## config.mk

```make
export PLATFORM = sky130hd
export DESIGN_NAME = mcp_reg_multi
export DESIGN_NICKNAME = d
export VERILOG_FILES = /design/src/rtl/mcp_reg_multi.sv
export SDC_FILE = /design/constraint.sdc
export NUM_CORES = 1
export LEC_CHECK = 0
export BUFFER_PORTS_ARGS = -buffer_cell sky130_fd_sc_hd__buf_4
export CAP_MARGIN = 30
export CORE_MARGIN = 1.5
export CORE_UTILIZATION = 52
export CTS_CLUSTER_DIAMETER = 200
export CTS_CLUSTER_SIZE = 8
export DETAILED_ROUTE_END_ITERATION = 10
export GPL_TIMING_DRIVEN = 0
export PLACE_DENSITY = 0.85
export SYNTH_ARGS = -nofsm -noshare
export SYNTH_HDL_FRONTEND = slang
export SYNTH_SLANG_ARGS = --single-unit
```

## constraint.sdc

```tcl
create_clock -name CLK -period 1.8 [get_ports CLK]
set_input_delay 0.09 -clock CLK [delete_from_list [all_inputs] [get_ports CLK]]
set_output_delay 0.09 -clock CLK [all_outputs]
set_load 0.02 [all_outputs]
```

## src/rtl/mcp_reg_multi.sv

```systemverilog
// Multi-channel multicycle-path capture register.
// Each channel latches a source value on SET, then requires the value to stay
// stable for MCP_CYCLES clock edges before committing it to its get output.
// Each channel flags a stability violation in a sticky err bit, cleared by
// clr_err. On a violation the channel either restarts the stability window
// or aborts, depending on ABORT_ON_ERR.
module mcp_reg_multi #(
  parameter int unsigned WIDTH        = 8,
  parameter int unsigned NCH          = 4,
  parameter int unsigned MCP_CYCLES   = 2,
  parameter int unsigned ABORT_ON_ERR = 0
) (
  input  logic                   CLK,
  input  logic                   RST_N,
  input  logic [NCH-1:0]         SET,
  input  logic [NCH*WIDTH-1:0]   val,
  input  logic [NCH-1:0]         clr_err,
  output logic [NCH*WIDTH-1:0]   get,
  output logic [NCH-1:0]         busy,
  output logic [NCH-1:0]         done,
  output logic [NCH-1:0]         err
);

  localparam int unsigned CW = $clog2(MCP_CYCLES + 1);
  localparam logic [CW-1:0] CNT_INIT = CW'(MCP_CYCLES - 1);
  localparam logic [CW-1:0] CNT_ONE  = CW'(1);
  localparam bit SINGLE_EDGE = (MCP_CYCLES == 1);
  localparam bit ABORT       = (ABORT_ON_ERR != 0);

  // Reset value of get: odd bits set, even bits clear (...1010).
  function automatic logic [WIDTH-1:0] reset_pattern();
    logic [WIDTH-1:0] p;
    p = '0;
    for (int b = 0; b < int'(WIDTH); b++) begin
      p[b] = (b % 2) == 1;
    end
    return p;
  endfunction

  localparam logic [WIDTH-1:0] RST_PAT = reset_pattern();

  typedef enum logic {
    S_IDLE = 1'b0,
    S_WAIT = 1'b1
  } state_e;

  for (genvar i = 0; i < int'(NCH); i++) begin : g_ch
    state_e           state_q,  state_d;
    logic [WIDTH-1:0] shadow_q, shadow_d;
    logic [WIDTH-1:0] get_q,    get_d;
    logic [CW-1:0]    cnt_q,    cnt_d;
    logic             busy_q,   busy_d;
    logic             done_q,   done_d;
    logic             err_q,    err_d;
    logic             viol;
    logic [WIDTH-1:0] val_w;
    logic             set_w;
    logic             clr_w;

    assign val_w = val[i*WIDTH +: WIDTH];
    assign set_w = SET[i];
    assign clr_w = clr_err[i];

    // Channel state register with synchronous active-low reset.
    always_ff @(posedge CLK) begin
      if (!RST_N) begin
        state_q  <= S_IDLE;
        shadow_q <= '0;
        get_q    <= RST_PAT;
        cnt_q    <= '0;
        busy_q   <= 1'b0;
        done_q   <= 1'b0;
        err_q    <= 1'b0;
      end else begin
        state_q  <= state_d;
        shadow_q <= shadow_d;
        get_q    <= get_d;
        cnt_q    <= cnt_d;
        busy_q   <= busy_d;
        done_q   <= done_d;
        err_q    <= err_d;
      end
    end

    // Next-state: capture, stability countdown, commit and violation handling.
    always_comb begin
      state_d  = state_q;
      shadow_d = shadow_q;
      get_d    = get_q;
      cnt_d    = cnt_q;
      done_d   = 1'b0;
      viol     = 1'b0;

      case (state_q)
        S_IDLE: begin
          if (set_w) begin
            if (SINGLE_EDGE) begin
              get_d  = val_w;
              done_d = 1'b1;
            end else begin
              shadow_d = val_w;
              cnt_d    = CNT_INIT;
              state_d  = S_WAIT;
            end
          end
        end
        S_WAIT: begin
          // SET is deliberately not looked at here: it never restarts a window.
          if (val_w != shadow_q) begin
            viol = 1'b1;
            if (ABORT) begin
              state_d = S_IDLE;
              cnt_d   = '0;
            end else begin
              shadow_d = val_w;
              cnt_d    = CNT_INIT;
            end
          end else if (cnt_q <= CNT_ONE) begin
            get_d   = shadow_q;
            done_d  = 1'b1;
            cnt_d   = '0;
            state_d = S_IDLE;
          end else begin
            cnt_d = cnt_q - CNT_ONE;
          end
        end
        default: begin
          state_d = S_IDLE;
          cnt_d   = '0;
        end
      endcase

      // A violation on the same edge as clr_err keeps err set.
      err_d  = viol | (err_q & ~clr_w);
      busy_d = (state_d == S_WAIT);
    end

    assign get[i*WIDTH +: WIDTH] = get_q;
    assign busy[i]               = busy_q;
    assign done[i]               = done_q;
    assign err[i]                = err_q;
  end

endmodule

```

==> parameters.txt, run 1 <==
Parameter                              Value

Global route
  Gr ovfl total ... 0
  Number of antenna violations at the first check in global routing ... 0
  Vias in the first global route ... 3901
  Gr usage total ... 27.0%
  Pin count of the biggest net entering global routing ... 13
  Global-route wire length before repair ... 18200 µm

Critical path
  R2R Path Start ... g_ch[1].busy_q
  Crit Path Max Fanout ... 6
  Timing startpoint of the critical path ... val[11]
  Setup Crit Path Kind ... input pin to flop
  Data required, critical path ... 2090 ps
  Critical path arrival ... 2050 ps
  Crit path launch type ... input pin
  Slack of the worst reg-to-reg path ... 80 ps
  Element type at the critical path end ... flop

Logic synthesis
  Synthesized area per cell ... 8.57 µm²
  YS warnings ... 0
  Top cell type by total area after synthesis ... sky130_fd_sc_hd__dfxtp_1
  Async set or reset register ratio after synthesis ... 0%
  Post-synth cell types ... 40
  Synth top area share ... 41.1%
  Register bit count reported by yosys ... 84
  Prevailing post-synth register cell ... sky130_fd_sc_hd__dfxtp_1
  Number of enable flip-flop cells after synthesis ... 0
  Synth Cell Area ... 4100 µm²
  Largest cells by area after synthesis ... sky130_fd_sc_hd__dfxtp_1 (41%), sky130_fd_sc_hd__nand2_1 (6.4%), sky130_fd_sc_hd__xnor2_1 (6.0%)
  Share of synthesized area occupied by flip-flops and latches ... 41.1%
  Number of instances in the synthesized netlist ... 478
  Post-Synthesis Net Count ... 520

Final layout
  Proportion of layout cells with a drive suffix above 1 ... 23.3%
  Area growth syn-to-layout ... 28.8%
  Final design area excluding fillers ... 5280 µm²
  Number of inserted diodes ... 0
  Commonest cells after routing, fill and taps aside ... sky130_fd_sc_hd__buf_4 (105), sky130_fd_sc_hd__dfxtp_1 (84), sky130_fd_sc_hd__nand2_1 (70)
  Core utilization of the finished layout ... 68.6%
  Most frequent standard cell in the layout excluding fill and tap cells ... sky130_fd_sc_hd__buf_4
  Number of nets in the finished design ... 637
  Layout fillers ... 599

Timing
  Final WS setup ... 34.0 ps
  Fmax ... 566 MHz
  Slew Limit Headroom ... 55.4%
  Setup repair after global routing missed its margin ... true
  Final number of max-transition violations ... 0
  Final Hold Slack ... -0.300 ps
  Number of endpoints failing setup at the final stage ... 0
  Final hold violations ... 1
  Time the worst path needs with I/O delays and setup ... 1770 ps
  Final worst-path cycle share ... 98.1%
  Worst-Margin Slew ... 666 ps
  Worst-case clock skew ... 11.3 ps

Place
  Dpl cell area ... 4860 µm²
  DP Worst Slack ... 24.9 ps
  I/O Buffers ... 85
  HPWL after DPL ... 7880 µm
  Final weighted congestion of routability-driven global placement ... 0.853

Floorplanning
  Total die area ... 8420 µm²
  DIE WIDTH ... 91.8 µm
  IO Pins ... 86
  Core Rows ... 32
  Height of the die ... 91.8 µm
  Initial core utilization ... 53.3%
  Placeable core area ... 7690 µm²

Routing
  Via density per instance ... 5.73
  Total via count in the routed design ... 4022
  1st-pass router iterations ... 5
  Antenna violation net count after detailed routing ... 0
  Detailed-route DRC error count ... 0
  Drt wl/cell ... 16.1 µm
  Total wire length after detailed routing ... 11300 µm
  Number of DRC markers in iteration 0 ... 211

Min path
  Worst hold-check path type ... input pin to flop
  Hold Startpoint ... val[3]

CTS
  Cts bufs inserted ... 9
  Clk sink count ... 84
  Maximum number of buffers from clock root to sink ... 2
  Clock transition at path regs ... 80 ps
  CTS tree ... built
  H-tree lvl count ... 3
  Clk Tree Root Cell ... sky130_fd_sc_hd__clkbuf_8
  Clock latency at the later pin of the worst-skew pair ... 370 ps

Outcome
  Failing checks ... hold timing
  Run status ... finished with violations

Power and ir drop
  Worst voltage drop across the vdd grid ... 0.444 mV
  Power, Total ... 4110 µW
  Leakage power ... 0.00201 µW
  Total power divided by cell area ... 779 nW/µm²

Job
  Max-Cap Viols ... 0
==> per-layer routing <==
layer  track usage, %  share of wire [%]  wire [µm]  vias to the layer above
li1                 -                  -          -                     1935
met1             33.7                 43       4850                     1880
met2             45.0                 47       5330                      175
met3             5.72                7.5        851                       32
met4             11.7                2.4        273                        0
met5                0                  0          0                        -
==> cell type report <==
class | count | area, µm² | area share, %
Buffer | 41 | 208 | 3.94
Multi-Input combinational cell | 345 | 2200 | 41.7
Inverter | 7 | 26.3 | 0.498
Sequential cell | 84 | 1680 | 31.9
Timing Repair Buffer | 107 | 836 | 15.8
Tap cell | 102 | 128 | 2.42
Clock buffer | 15 | 166 | 3.15
Clock inverter | 1 | 30.0 | 0.569
==> sequential cells by signal (all words and copies together) (netlist names) <==
name,count
g_ch.get_q,32
g_ch.shadow_q,32
g_ch.cnt_q,8
g_ch.busy_q,4
g_ch.done_q,4
g_ch.err_q,4
==> where the power goes <==
part           switching (µW)  internal (µW)  leakage [µW]  total (µW)
logic                     388            310       0.00123         698
clock network             666            721     0.0000979        1390
registers                84.1           1940      0.000689        2020
total                    1140           2970       0.00201        4110
==> final timing paths <==
check                                      endpoint  depth (start not counted)
worst max-delay path               g_ch[1].get_q[5]                          6
worst max register to register     g_ch[1].get_q[2]                          4
worst min register to register     g_ch[0].get_q[4]                          2
worst min-delay path            g_ch[0].shadow_q[3]                          3
==> logic make-up (layout without fill, tap and decap cells) <==
group                  Yosys count  count (layout)  synth area share [%]
buffers and inverters           49             171                  5.80
AO/OA/AOI/OAI                   83              83                  13.3
XOR/XNOR                        32              32                  7.57
multiplexers                    24              24                  5.86
flip-flops                      84              84                  41.1
AND/OR/NAND/NOR                206             206                  26.5
==> metrics by stage <==
step / std cells / setup TNS [ps]
6_report: 702 / 0
5_1_grt: 702 / -26.2
4_1_cts: 694 / 0
3_5_place_dp: 665 / 0
3_3_place_gp: 665 / 0
2_1_floorplan: 478 / 0
==> repair_timing <==
item,CTS,global route
gates cloned,0,1
resized for setup,1,5
pin swaps,0,2
hold endpoints to repair,13,1
hold buffers,13,1
setup buffers,0,7
setup endpoints to repair,7,18
==> Yosys cell counts, types with 2 or more instances <==
library cell	count
sky130_fd_sc_hd__nand3_1	35
sky130_fd_sc_hd__nand2_1	70
sky130_fd_sc_hd__o211ai_1	16
sky130_fd_sc_hd__inv_1	7
sky130_fd_sc_hd__clkbuf_1	22
sky130_fd_sc_hd__nand4_1	8
sky130_fd_sc_hd__xnor2_2	4
sky130_fd_sc_hd__nand4b_1	7
sky130_fd_sc_hd__nor2_1	23
sky130_fd_sc_hd__o21ai_0	14
sky130_fd_sc_hd__nor4b_1	6
sky130_fd_sc_hd__and2_1	2
sky130_fd_sc_hd__nor2b_1	2
sky130_fd_sc_hd__nand4_2	2
sky130_fd_sc_hd__dfxtp_1	84
sky130_fd_sc_hd__o21a_1	7
sky130_fd_sc_hd__or2_2	4
sky130_fd_sc_hd__xnor2_1	28
sky130_fd_sc_hd__o41ai_1	5
sky130_fd_sc_hd__or3_1	9
sky130_fd_sc_hd__nor4_1	7
sky130_fd_sc_hd__buf_1	3
sky130_fd_sc_hd__nor3_2	2
sky130_fd_sc_hd__o2111ai_1	2
sky130_fd_sc_hd__buf_2	4
sky130_fd_sc_hd__o2111a_1	2
sky130_fd_sc_hd__a31oi_1	13
sky130_fd_sc_hd__a21oi_1	21
sky130_fd_sc_hd__nor3_1	7
sky130_fd_sc_hd__buf_4	13
sky130_fd_sc_hd__and4_1	3
sky130_fd_sc_hd__nand2b_1	6
sky130_fd_sc_hd__mux2i_1	24
sky130_fd_sc_hd__and3_1	10
==> worst max-delay path, stage by stage <==
cell                            delay, ps
sky130_fd_sc_hd__dlygate4sd3_1        540
sky130_fd_sc_hd__buf_4                140
sky130_fd_sc_hd__xnor2_1              280
sky130_fd_sc_hd__nand3_1              290
sky130_fd_sc_hd__or4_4                530
sky130_fd_sc_hd__o211ai_1             180
No activity file was read; power rests on OpenSTA's default activity.
==> inputs of run 2 (changes only) <==
GPL_TIMING_DRIVEN = 1   (was 0)
HOLD_SLACK_MARGIN = 0.02   (was unset)
PLACE_DENSITY = 0.76   (was 0.85)
==> parameters.txt, run 2 (synthesized netlist as in run 1, its figures left out) <==
Parameter                              Value

Timing
  Final worst-path cycle share ... 94.9%
  Final number of max-transition violations ... 0
  Setup repair after global routing missed its margin ... false
  Final hold violations ... 0
  Number of endpoints failing setup at the final stage ... 0
  Fmax ... 586 MHz
  Worst-case clock skew ... 14.9 ps
  Slew Limit Headroom ... 55.5%
  Time the worst path needs with I/O delays and setup ... 1710 ps
  Final WS setup ... 92.2 ps
  Worst-Margin Slew ... 666 ps
  Total Negative Setup Slacks ... 0 ps

Routing
  Number of DRC markers in iteration 0 ... 190
  Antenna violation net count after detailed routing ... 0
  Total via count in the routed design ... 3819
  Detailed-route DRC error count ... 0
  Via density per instance ... 5.62
  Total wire length after detailed routing ... 10000 µm
  Drt wl/cell ... 14.7 µm
  1st-pass router iterations ... 5

Critical path
  Slack of the worst reg-to-reg path ... 140 ps
  Termination of the worst setup path ... g_ch[1].shadow_q[6]
  Max stage delay on crit path ... 540 ps
  Kind of cell adding the most delay to the critical path ... buffers and inverters
  Crit Path Max Fanout ... 4
  Setup Crit Path Kind ... input pin to flop
  Cell count along the critical path ... 6
  R2R Path Start ... g_ch[1].shadow_q[1]
  Timing startpoint of the critical path ... val[8]
  Critical-path cell with the highest stage delay ... sky130_fd_sc_hd__dlygate4sd3_1
  Number of cells traversed by the worst register-to-register path ... 4
  Critical path arrival ... 1940 ps
  Crit Reg-Reg Endpoint ... g_ch[1].get_q[5]
  Element type at the critical path end ... flop
  Crit path launch type ... input pin
  Data required, critical path ... 2030 ps
  Worst path buffer plus inverter count ... 2
  Cell Chain, Critical Path ... dlygate4sd3_1 > buf_4 > xnor2_1 > nand4_2 > o2111a_1 > or3_1

Power and ir drop
  Switching share of power ... 26.2%
  Total net switching power ... 1120 µW
  Leakage power ... 0.00201 µW
  Total power divided by cell area ... 812 nW/µm²
  Power share of the clock group ... 37.5%
  Share of total power in combinational logic ... 15.4%
  Sequential fraction of design power ... 47.1%
  Internal Dissipation ... 3170 µW
  Worst voltage drop across the vdd grid ... 0.442 mV

Global route
  Global-route wire length before repair ... 16800 µm
  Number of antenna violations at the first check in global routing ... 0
  Vias in the first global route ... 3670
  Pin count of the biggest net entering global routing ... 51
  Gr usage total ... 24.4%
  Gr ovfl total ... 0

Outcome
  Run status ... finished clean

CTS
  Setup bufs post-CTS ... 0
  Maximum number of buffers from clock root to sink ... 2
  Clk Tree Root Cell ... sky130_fd_sc_hd__clkbuf_8
  Clock transition at path regs ... 80 ps
  H-tree lvl count ... 3
  CTS tree ... built
  Clk sink count ... 84
  Clock latency at the later pin of the worst-skew pair ... 350 ps
  Cts bufs inserted ... 9

Floorplanning
  Initial core utilization ... 53.3%
  Height of the die ... 91.8 µm
  Placeable core area ... 7690 µm²
  Core Rows ... 32
  IO Pins ... 86
  Total die area ... 8420 µm²
  DIE WIDTH ... 91.8 µm

Min path
  Worst hold-check path type ... input pin to flop

Place
  HPWL after DPL ... 6740 µm
  Dpl cell area ... 4840 µm²
  I/O Buffers ... 85
  Final weighted congestion of routability-driven global placement ... 0.824
  DP Worst Slack ... 159 ps

Final layout
  Commonest cells after routing, fill and taps aside ... sky130_fd_sc_hd__buf_4 (103), sky130_fd_sc_hd__dfxtp_1 (84), sky130_fd_sc_hd__nand2_1 (70)
  Registers with the highest flip-flop counts ... g_ch.get_q (32), g_ch.shadow_q (32), g_ch.cnt_q (8)
  Area of the multi-input gates ... 2190 µm²
  Core utilization of the finished layout ... 68.9%
  Layout fillers ... 641
  Number of nets in the finished design ... 615
  FF/Latch Area ... 1680 µm²
  Final design area excluding fillers ... 5290 µm²
  Area growth syn-to-layout ... 29.2%
  Number of inserted diodes ... 0
  Most frequent standard cell in the layout excluding fill and tap cells ... sky130_fd_sc_hd__buf_4
  Proportion of layout cells with a drive suffix above 1 ... 24.0%

Job
  Max-Cap Viols ... 0
## run 2: worst min path at each step
stage	slack, ps	depth (start not counted)	end	start
2_1_floorplan	200	1	g_ch[3].err_q	clr_err[3]
5_1_grt	20	3	g_ch[2].shadow_q[3]	val[19]
3_5_place_dp	300	2	g_ch[3].err_q	clr_err[3]
3_3_place_gp	290	2	g_ch[3].err_q	clr_err[3]
6_report	40	3	g_ch[2].shadow_q[3]	val[19]
4_1_cts	30	3	g_ch[2].shadow_q[3]	val[19]
## run 2: stage by stage
step | hold WS, ps | std cells | total power [µW]
after detailed placement | 302 | 643 | 2680
final | 38.2 | 680 | 4300
after floorplan | 201 | 478 | 2460
after CTS | 25.1 | 680 | 4330
after global placement | 291 | 643 | 2660
after global routing | 23.3 | 680 | 4480
## run 2: power groups by stage
stage | registers, µW | clock network (µW) | logic, µW
floorplan | 2040 | 0 | 419
global placement | 2060 | 0 | 601
detailed placement | 2070 | 0 | 616
CTS | 2020 | 1650 | 655
global route | 2040 | 1720 | 722
finish | 2020 | 1610 | 661
## run 2: repair_timing
item,CTS,global route
hold buffers,21,0
endpoints found under the setup margin,0,2
resized for setup,0,1
endpoints found under the hold margin,22,0
## run 2: area by class of cell
cell class	instances	area share [%]
multi-input cells	345	41.5
flip-flops and latches	84	31.8
repair buffers	126	19.3
clock buffers	10	2.41
well taps	102	2.41
clock inverters	6	2.13
inverters	7	0.496
## run 2: routing by layer
layer | wire, µm | vias up | part of all wire [%] | track usage, %
li1 | - | 1887 | - | -
met4 | 182 | 0 | 1.8 | 9.36
met1 | 4550 | 1812 | 45 | 30.5
met3 | 474 | 17 | 4.7 | 4.31
met5 | 0 | - | 0 | 0
met2 | 4820 | 103 | 48 | 41.8
## run 2: worst register-to-register path, delay by kind of cell, from the launching register on
family / cells / cell delay, ps
xor gates and xnor gates: 1 / 150
DFF: 1 / 420
and+or+nand+nor: 2 / 820
AOI/OAI and AO/OA: 1 / 180
==> inputs of run 3 (changes only) <==
clock period = 2.1 ns   (was 1.8 ns; I/O delays follow)
==> parameters.txt, run 3 (synthesized netlist as in run 1, its figures left out) <==
Parameter                              Value

Floorplanning
  Total die area ... 8420 µm²
  IO Pins ... 86
  Placeable core area ... 7690 µm²
  Core Rows ... 32
  Initial core utilization ... 53.3%
  DIE WIDTH ... 91.8 µm
  Height of the die ... 91.8 µm

Routing
  Detailed-route DRC error count ... 0
  1st-pass router iterations ... 4
  Antenna violation net count after detailed routing ... 0
  Number of DRC markers in iteration 0 ... 175
  Via density per instance ... 5.72
  Drt wl/cell ... 14.8 µm
  Total via count in the routed design ... 3801
  Total wire length after detailed routing ... 9800 µm

Power and ir drop
  Switching share of power ... 27.2%
  Internal Dissipation ... 2510 µW
  Sequential fraction of design power ... 50.2%
  Leakage power ... 0.00192 µW
  Power, Total ... 3460 µW
  Total power divided by cell area ... 677 nW/µm²
  Worst voltage drop across the vdd grid ... 0.399 mV
  Power share of the clock group ... 34.3%
  Total net switching power ... 941 µW
  Share of total power in combinational logic ... 15.5%

CTS
  Clock transition at path regs ... 80 ps
  Clk sink count ... 84
  Cts bufs inserted ... 9
  Maximum number of buffers from clock root to sink ... 2
  Clock latency at the later pin of the worst-skew pair ... 350 ps
  Resize count post-CTS ... 0
  Clk Tree Root Cell ... sky130_fd_sc_hd__clkbuf_8
  H-tree lvl count ... 3
  CTS tree ... built

Final layout
  Number of inserted diodes ... 0
  Commonest cells after routing, fill and taps aside ... sky130_fd_sc_hd__buf_4 (93), sky130_fd_sc_hd__dfxtp_1 (84), sky130_fd_sc_hd__nand2_1 (70)
  Registers with the highest flip-flop counts ... g_ch.get_q (32), g_ch.shadow_q (32), g_ch.cnt_q (8)
  Area growth syn-to-layout ... 24.6%
  Final Non-Filler Cells ... 664
  Core utilization of the finished layout ... 66.4%
  Number of nets in the finished design ... 599
  Most frequent standard cell in the layout excluding fill and tap cells ... sky130_fd_sc_hd__buf_4
  Proportion of layout cells with a drive suffix above 1 ... 22.6%

Place
  I/O Buffers ... 85
  HPWL after DPL ... 6400 µm
  Final weighted congestion of routability-driven global placement ... 0.833
  Placed Instances ... 632

Global route
  Gr usage total ... 23.6%
  Vias in the first global route ... 3547
  Gr ovfl total ... 0
  Global-route wire length before repair ... 16300 µm
  Number of antenna violations at the first check in global routing ... 0
  Pin count of the biggest net entering global routing ... 104

Critical path
  Crit Path Max Fanout ... 16
  Setup Crit Path Kind ... input pin to flop
  Critical path arrival ... 2040 ps
  Crit path launch type ... input pin
  Element type at the critical path end ... flop
  Data required, critical path ... 2370 ps

Timing
  Time the worst path needs with I/O delays and setup ... 1770 ps
  Worst-Margin Slew ... 682 ps
  Setup repair after global routing missed its margin ... false
  Slew Limit Headroom ... 54.3%
  Final hold violations ... 0
  Total Negative Setup Slacks ... 0 ps
  Final number of max-transition violations ... 0
  Number of endpoints failing setup at the final stage ... 0
  Worst-case clock skew ... 10.9 ps
  Fmax ... 566 MHz
  Final worst-path cycle share ... 84.1%

Outcome
  Run status ... finished clean

Min path
  Worst hold-check path type ... input pin to flop

Job
  Max-Cap Viols ... 0
==> run 3: cell count changes in the layout (fill, tap and decap cells not counted), sizes merged <==
cell,previous run,this run
dlygate4sd3,21,16
clkinv,3,2
bufinv,3,1
clkbuf,10,12
buf,105,94
clkinvlp,0,1
==> run 3: routing by layer <==
| metal | vias to the layer above | routed length [µm] | part of all wire, % | GRT usage [%] |
|---|---|---|---|---|
| met1 | 1812 | 4340 | 44 | 30.9 |
| met4 | 0 | 131 | 1.3 | 8.59 |
| li1 | 1856 | - | - | - |
| met2 | 120 | 4720 | 48 | 38.3 |
| met3 | 13 | 600 | 6.1 | 4.89 |
| met5 | - | 0 | 0 | 0 |
==> run 3: area by class of cell <==
cell class                      count  area, µm²
Clock buffer                       12        155
Clock inverter                      4       47.5
Fill cell                         649       2580
Inverter                            7       26.3
Multi-Input combinational cell    345       2190
Sequential cell                    84       1680
Tap cell                          102        128
Timing Repair Buffer              110        878
==> run 3: path summary, 6_finish.rpt <==
path	start	to	slack, ps	cells past startpoint
hold / removal	val[11]	g_ch[1].shadow_q[3]	30	3
hold reg to reg	g_ch[3].get_q[0]	g_ch[3].get_q[0]	460	2
setup reg to reg	g_ch[0].shadow_q[0]	g_ch[0].get_q[3]	380	5
setup / recovery	val[12]	g_ch[1].get_q[3]	330	6
==> run 3: stage by stage <==
stage	setup WS, ps	area (µm²)	hold WS, ps
floorplan	592	4100	216
global placement	466	4740	305
detailed placement	393	4740	338
CTS	362	5100	20.1
global route	198	5110	28.3
finish	333	5110	25.4
==> run 3: repair_timing <==
action / CTS / global route
hold buffers: 15 / 1
buffers inserted: 0 / 0
endpoints found under the hold margin: 15 / 1
==> run 3: worst max-delay path: stages <==
cell,delay [ps]
sky130_fd_sc_hd__dlygate4sd3_1,550
sky130_fd_sc_hd__buf_4,160
sky130_fd_sc_hd__xnor2_2,170
sky130_fd_sc_hd__nand4_4,250
sky130_fd_sc_hd__or4_4,620
sky130_fd_sc_hd__o211ai_1,180
==> run 3: power groups by stage <==
stage | clock (µW) | sequential, µW | combinational [µW]
after floorplan | 0 | 1750 | 359
after global placement | 0 | 1760 | 498
after detailed placement | 0 | 1770 | 508
after CTS | 1200 | 1730 | 533
after global routing | 1270 | 1740 | 589
final | 1180 | 1730 | 537
